===== src/rtl/counter_game_sequencer.sv =====
// counter_game_sequencer: plays a counter through CLEAR/INIT/RUN from a programmable step table,
// latching the game result and ending a runaway game with a watchdog.
module counter_game_sequencer #(
    parameter int NSTEPS = 4,
    parameter int WDOG   = 255
) (
    input  logic       i_clk,
    input  logic       i_rst_n,
    input  logic       i_start,
    input  logic       i_abort,
    input  logic       i_cfg_we,
    input  logic [2:0] i_cfg_addr,
    input  logic [5:0] i_cfg_data,
    input  logic       i_gameover,
    input  logic [1:0] i_who,
    output logic       o_cnt_rst,
    output logic       o_init,
    output logic [3:0] o_load,
    output logic [1:0] o_control,
    output logic       o_busy,
    output logic       o_done,
    output logic [1:0] o_result,
    output logic       o_timeout
);
    typedef enum logic [2:0] {S_IDLE, S_CLEAR, S_INIT, S_RUN, S_DONE} state_t;

    state_t     r_state;
    logic [5:0] r_step [4];
    logic [3:0] r_load;
    logic [1:0] r_ptr;
    logic [3:0] r_dwell;
    logic [7:0] r_wdog;
    logic [1:0] w_next_ptr;
    logic       w_cfg_ok;

    assign w_next_ptr = (r_ptr == 2'(NSTEPS - 1)) ? 2'd0 : r_ptr + 2'd1;
    assign w_cfg_ok   = i_cfg_we && (r_state == S_IDLE || r_state == S_DONE) && i_cfg_addr <= 3'd4;

    always_ff @(posedge i_clk or negedge i_rst_n) begin
        if (!i_rst_n) begin
            for (int i = 0; i < 4; i++) r_step[i] <= '0;
            r_load <= '0;
        end else if (w_cfg_ok) begin
            if (i_cfg_addr[2]) r_load <= i_cfg_data[3:0];
            else r_step[i_cfg_addr[1:0]] <= i_cfg_data;
        end
    end

    always_ff @(posedge i_clk or negedge i_rst_n) begin
        if (!i_rst_n) begin
            r_state   <= S_IDLE;
            r_ptr     <= '0;
            r_dwell   <= '0;
            r_wdog    <= '0;
            o_cnt_rst <= 1'b1;
            o_init    <= 1'b0;
            o_load    <= '0;
            o_control <= '0;
            o_busy    <= 1'b0;
            o_done    <= 1'b0;
            o_result  <= '0;
            o_timeout <= 1'b0;
        end else if (i_abort) begin
            r_state   <= S_IDLE;
            o_cnt_rst <= 1'b1;
            o_init    <= 1'b0;
            o_load    <= '0;
            o_control <= '0;
            o_busy    <= 1'b0;
            o_done    <= 1'b0;
            o_result  <= '0;
            o_timeout <= 1'b0;
        end else begin
            case (r_state)
                S_IDLE, S_DONE: begin
                    if (i_start) begin
                        r_state   <= S_CLEAR;
                        o_cnt_rst <= 1'b0;
                        o_busy    <= 1'b1;
                        o_done    <= 1'b0;
                    end
                end
                S_CLEAR: begin
                    r_state   <= S_INIT;
                    o_cnt_rst <= 1'b1;
                    o_init    <= 1'b1;
                    o_load    <= r_load;
                    o_control <= r_step[0][5:4];
                    r_ptr     <= '0;
                    r_dwell   <= r_step[0][3:0];
                    r_wdog    <= '0;
                end
                S_INIT: begin
                    r_state <= S_RUN;
                    o_init  <= 1'b0;
                end
                S_RUN: begin
                    // GAMEOVER outranks the watchdog; CONTROL is left frozen on either exit
                    if (i_gameover || r_wdog == 8'(WDOG - 1)) begin
                        r_state   <= S_DONE;
                        o_busy    <= 1'b0;
                        o_done    <= 1'b1;
                        o_result  <= i_gameover ? i_who : 2'b00;
                        o_timeout <= !i_gameover;
                    end else begin
                        r_wdog <= r_wdog + 8'd1;
                        if (r_dwell == 4'd0) begin
                            r_ptr     <= w_next_ptr;
                            r_dwell   <= r_step[w_next_ptr][3:0];
                            o_control <= r_step[w_next_ptr][5:4];
                        end else begin
                            r_dwell <= r_dwell - 4'd1;
                        end
                    end
                end
                default: r_state <= S_IDLE;
            endcase
        end
    end
endmodule


===== config.mk =====
export PLATFORM = sky130hd
export DESIGN_NAME = counter_game_sequencer
export DESIGN_NICKNAME = d
export VERILOG_FILES = /design/src/rtl/counter_game_sequencer.sv
export SDC_FILE = /design/constraint.sdc
export NUM_CORES = 1
export LEC_CHECK = 0
export BUFFER_PORTS_ARGS = -buffer_cell sky130_fd_sc_hd__buf_4
export CORE_MARGIN = 10
export CORE_UTILIZATION = 28
export CTS_CLUSTER_SIZE = 30
export DETAILED_ROUTE_END_ITERATION = 7
export GPL_ROUTABILITY_DRIVEN = 0
export GPL_TIMING_DRIVEN = 0
export PLACE_DENSITY = 0.47
export SLEW_MARGIN = 5
export SYNTH_ARGS = -nofsm -noshare
export SYNTH_HDL_FRONTEND = slang
export SYNTH_SLANG_ARGS = --single-unit
export TNS_END_PERCENT = 10

===== constraint.sdc =====
create_clock -name i_clk -period 3.4 [get_ports i_clk]
set_clock_uncertainty 0.15 [all_clocks]
set_input_delay 0 -clock i_clk [delete_from_list [all_inputs] [get_ports i_clk]]
set_output_delay 0 -clock i_clk [all_outputs]
set_load 0.01 [all_outputs]

## Word level (Yosys, flattened, before mapping)

Index checks and enable logic that the tools add are counted.

| storage, ports and cells | value |
|---|---|
| output and inout port bits | 13 |
| word-level logic and storage cells | 110 |
| bits of input ports | 17 |
| flip-flop bits (word level) | 58 |

| operators by class | value |
|---|---|
| eq/ne operators | 12 |
| add/subtract/negate cells | 3 |
| reductions and logical operators | 26 |
| bitwise gates (word level) | 4 |
| order comparisons | 4 |
| muxes and demuxes | 44 |

Operator list:

| operator | count |
|---|---|
| $bwmux 24 | 1 |
| $mux 2 | 10 |
| $mux 6 | 3 |
| $mux 4 | 4 |
| $pmux 8 s2 | 1 |
| $bmux 6 s2 | 1 |
| $demux 6 s2 | 1 |
| $ne 3x3->1 const B | 4 |
| $pmux 3 s4 | 1 |
| $reduce_bool 3->1 | 4 |
| $mux 1 | 11 |
| $reduce_and 2->1 | 5 |
| $mux 3 | 3 |
| $reduce_and 3->1 | 3 |
| $add 8x1->8 const B | 1 |
| $eq 8x8->1 const B | 1 |
| $mux 8 | 1 |
| $pmux 1 s2 | 4 |
| $pmux 2 s2 | 2 |
| $pmux 4 s2 | 1 |
| $reduce_bool 2->1 | 4 |
| $eq 3x2->1 const B | 2 |
| $ge 3x3->1 const B | 2 |
| $not 2->3 | 2 |
| other kinds (16) | 21 |

## Logic depth before layout (Yosys ltp)

| logic depth | value |
|---|---|
| word-level depth | 10 |
| gate-level depth with buffers | 8 |
| mapped depth without buffers | 7 |

## Worst setup path before layout

OpenSTA, ideal clock, no wires.

| timing path | value |
|---|---|
| path type | register -> register |
| from | register r_ptr[0] |
| to | register r_dwell[3] |
| arrival | 1.790 ns |
| period minus slack after synthesis | 2.073 ns |
| path buffers | 0 |
| setup slack | 1.327 ns |
| required time | 3.117 ns |
| stages on the path, launching flop included | 7 |
| cell sequence | dfrtp_1 > ha_1 > nor2_1 > mux2_2 > o211a_1 > a2111oi_0 > o2bb2ai_1 |

| between the ends | value |
|---|---|
| longest elaborated chain between the ends | 9 |
| elaborated cells on any way between the ends | 10 |

RTL lines:

| item | RTL line | source |
|---|---|---|
| from (decl) | 30 | `logic [1:0] r_ptr;` |
| from (signal assigned) | 108 | `r_ptr <= w_next_ptr;` |
| $add 2x1->2 / $eq 2x2->1 (equally long branches) | 36 | `assign w_next_ptr = (r_ptr == 2'(NSTEPS - 1)) ? 2'd0 : r_ptr + 2'd1;` |
| $mux 2 * | 36 |  |
| $not 2->3 (implied by the code) * | 109 | `r_dwell <= r_step[w_next_ptr][3:0];` |
| $bmux 6 s2 * | 109 |  |
| $mux 6 * (2 in a row) | - |  |
| $mux 4 * | 107 | `if (r_dwell == 4'd0) begin` |
| $mux 4 * | 99 | `if (i_gameover \|\| r_wdog == 8'(WDOG - 1)) begin` |
| $pmux 4 s2 * | 74 | `case (r_state)` |
| to (signal assigned) | 90 | `r_dwell <= r_step[0][3:0];` |
| to (signal assigned) | 109 |  |
| to (signal assigned) | 112 | `r_dwell <= r_dwell - 4'd1;` |
| to (decl) | 31 | `logic [3:0] r_dwell;` |

Mark *: on every way between the ends. The rest lies on a longest branch, timed or not. The select of a mux whose other input is x is not followed.
A chain may end at the register's enable or synchronous reset.

## Worst setup path in the final report

| timing path | value |
|---|---|
| from | register r_wdog[0] |
| to | register o_result[1] |

| between the ends | value |
|---|---|
| longest elaborated chain between the ends | 4 |

RTL lines:

| item | RTL line | source |
|---|---|---|
| from (decl) | 32 | `logic [7:0] r_wdog;` |
| from (signal assigned) | 106 | `r_wdog <= r_wdog + 8'd1;` |
| $eq 8x8->1 | 99 |  |
| $logic_or 1x1->1 | 99 |  |
| $reduce_bool 2->1 (no source line) | - |  |
| $reduce_and 2->1 (no source line) | - |  |
| to (signal assigned) | 103 | `o_result <= i_gameover ? i_who : 2'b00;` |
| to (decl) | 22 | `output logic [1:0] o_result,` |

Every way passes these cells.

==> results.json <==
{
  "post_cts_resized": 0,
  "critical_path_class": "reg2reg",
  "maxCapViolations": 0,
  "antenna_found_initial": 0,
  "io_buffers": 29,
  "status": "finished clean",
  "insertedDiodeCount": 0,
  "fp.dieH_um": 120,
  "grt_pass1_vias": 2166,
  "worst_pin_slew_ns": 1.24,
  "netlist_area_mm2": 0.00278,
  "syn_to_final_growth_pct": 25.0,
  "avgViaCountPerCell": 4.73,
  "synth_edf_count": 0,
  "grt_max_degree": 59,
  "period_share": 0.750,
  "fin_nets": 327,
  "fin_util": 0.357,
  "place_area_mm2": 0.00316,
  "hold_start": "i_cfg_addr[1]",
  "yosys_warnings": 0,
  "syn_area_per_cell_um2": 11.0,
  "seq_area_frac_synth": 0.523,
  "root_buffer": "clkbuf_8",
  "multi_input_area_mm2": 0.00126,
  "drtIter0Drc": 115,
  "dr.pass1.iters": 4,
  "min_path_cells": 3,
  "ys_ff_latch": 58,
  "rsz0062_at_grt": "false",
  "crit_slowest_cell": "dlygate4sd3_1",
  "clk_path_buf_depth": 2,
  "grtUsageTotal": 0.0965,
  "dr_total_vias": 2094,
  "dp_hpwl_um": 4700,
  "ir_worst_vdd_mv": 0.141,
  "ant_nets": 0,
  "cp_data_arrival_time_ns": 2.60,
  "synth_top_area_frac": 0.514,
  "die_area_mm2": 0.0143,
  "r2r-start": "r_wdog[0]",
  "stdcell_area_mm2": 0.00347,
  "grt_overflow": 0,
  "start_kind": "register",
  "nFillCells": 1036,
  "synthCells": 252,
  "slew_violations": 0,
  "cts_hold_buf": 14,
  "final-setup-viol-count": 0,
  "cts_sinks": 58,
  "max_stage_delay_ns": 0.57,
  "p_leak_nw": 1.46,
  "r2r_setup_slack_ns": 0.85,
  "period_needed_ns": 2.55,
  "yosysMostFrequentCell": "dfrtp_1",
  "start_util": 0.285,
  "hold_violations": 0,
  "synth_top_cell_by_area": "dfrtp_1",
  "wl_per_cell_um": 15.2,
  "ios": 30,
  "endpoint_kind": "register",
  "clock_latency_ns": 0.33,
  "ys_top_cells_by_area": "dfrtp_1 51%, mux2_2 13%, nand2_1 3.7%",
  "whs_endpoint": "r_load[2]",
  "hp-class": "in2reg",
  "routed_wl_um": 6720,
  "relSlewSlack": 0.168,
  "fmax_mhz": 392,
  "drc": 0,
  "seq_area_mm2": 0.00145,
  "syn-num-nets": 273,
  "cts.clk_slew.worst_paths_ns": 0.06,
  "drive_gt1_frac": 0.265,
  "crit_chain": "inv_1, ha_1, nand3_1, o21bai_1, nand2_1, a32oi_1, dlygate4sd3_1, nor2_1",
  "worst-path-max-fanout": 7,
  "ys.flop_type": "dfrtp_1",
  "core_mm2": 0.00973,
  "power_density_mw_per_mm2": 564,
  "r2r_cells": 8,
  "cts_buffers": 9,
  "cts_setup_buffers": 0,
  "ys_async_sr_fraction": 1.00,
  "row_count": 36,
  "reg2reg_to": "o_result[1]",
  "setup_tns_ns": 0,
  "htree_levels": 3,
  "synth_common_cells": "57 x dfrtp_1, 31 x mux2_2, 27 x nand2_1",
  "grt_pass1_wl_um": 11200,
  "crit_required_ns": 3.45,
  "critPathLaunch": "r_wdog[0]",
  "synth_cell_type_count": 45,
  "die_w_um": 120,
  "cts_tree": "done"
}
==> power by group <==
part	total (mW)	internal, mW	switching (mW)
clock network	0.556	0.296	0.260
registers	0.947	0.844	0.103
logic	0.456	0.244	0.213
==> worst max path at each step <==
| stage | endpoint | cells after the start |
|---|---|---|
| after floorplan | r_dwell[3] | 6 |
| after global placement | o_control[1] | 7 |
| after detailed placement | r_dwell[3] | 6 |
| after CTS | o_result[1] | 8 |
| after global routing | o_result[0] | 8 |
| final | o_result[1] | 8 |
==> cells in the final DEF (no fill, tap or decap), types with 2 or more instances in the layout <==
cell            n
dfrtp_1        57
mux2_2         31
buf_4          29
nand2_1        27
nor2_1         18
a21oi_1        17
o21ai_0        16
dlygate4sd3_1  14
clkbuf_8       11
clkbuf_1        7
inv_1           5
nor3_1          5
xnor2_1         5
nand4_1         4
nand3_1         4
or3_1           4
o2bb2ai_1       4
mux2i_1         4
nor4_1          4
ha_1            4
nor2b_1         3
nand3b_1        3
clkinv_2        3
o21bai_1        2
a32oi_1         2
a31oi_1         2
nand2b_1        2
buf_6           2
==> state kept, by name, summed over array words and instances (netlist names) <==
name       count
o_timeout      1
r_ptr          2
o_cnt_rst      1
o_init         1
o_load         4
r_dwell        4
r_state        3
o_control      2
r_load         4
o_done         1
r_wdog         8
o_busy         1
r_step        24
o_result       2
==> routing by layer <==
layer / GRT usage / wire, um / share of wire / vias to the layer above
met5: 0 / 0 / 0 / -
met4: 0.0362 / 74 / 0.011 / 0
met3: 0.0295 / 231 / 0.034 / 6
met2: 0.162 / 3370 / 0.50 / 34
met1: 0.114 / 3040 / 0.45 / 1028
li1: - / - / - / 1026
==> cell families after synthesis <==
logic type	share of synthesized area
compound gates	0.128
xor+xnor	0.0158
fa+ha+maj	0.0180
buf+inv	0.0230
flops	0.523
mux	0.148
simple gates	0.144
==> per-stage QoR <==
stage | power (mW) | setup slack (ns) | hold WS (ns) | std cells
after global routing | 2.08 | 0.687 | 0.0232 | 443
after global placement | 1.40 | 1.05 | -0.0195 | 414
after detailed placement | 1.41 | 1.07 | -0.0240 | 414
after floorplan | 1.25 | 1.33 | -0.446 | 252
after CTS | 1.99 | 0.853 | 0.00116 | 443
final | 1.96 | 0.849 | 0.00599 | 443
==> worst max-delay path, delay by kind of cell (launching register included) <==
kind	cells	cell delay, ns
compound gates	2	0.68
buf+inv	2	0.64
flops	1	0.41
simple gates	3	0.41
fa+ha+maj	1	0.14
==> area by class of cell <==
cell class | instances | area share
multi-input combinational | 181 | 0.363
sequential | 58 | 0.419
clock buffer | 12 | 0.0447
clock inverter | 3 | 0.00433
buffer | 8 | 0.0130
tap | 133 | 0.0479
timing repair buffer | 43 | 0.103
inverter | 5 | 0.00541
No activity file was read; power rests on OpenSTA's default activity.
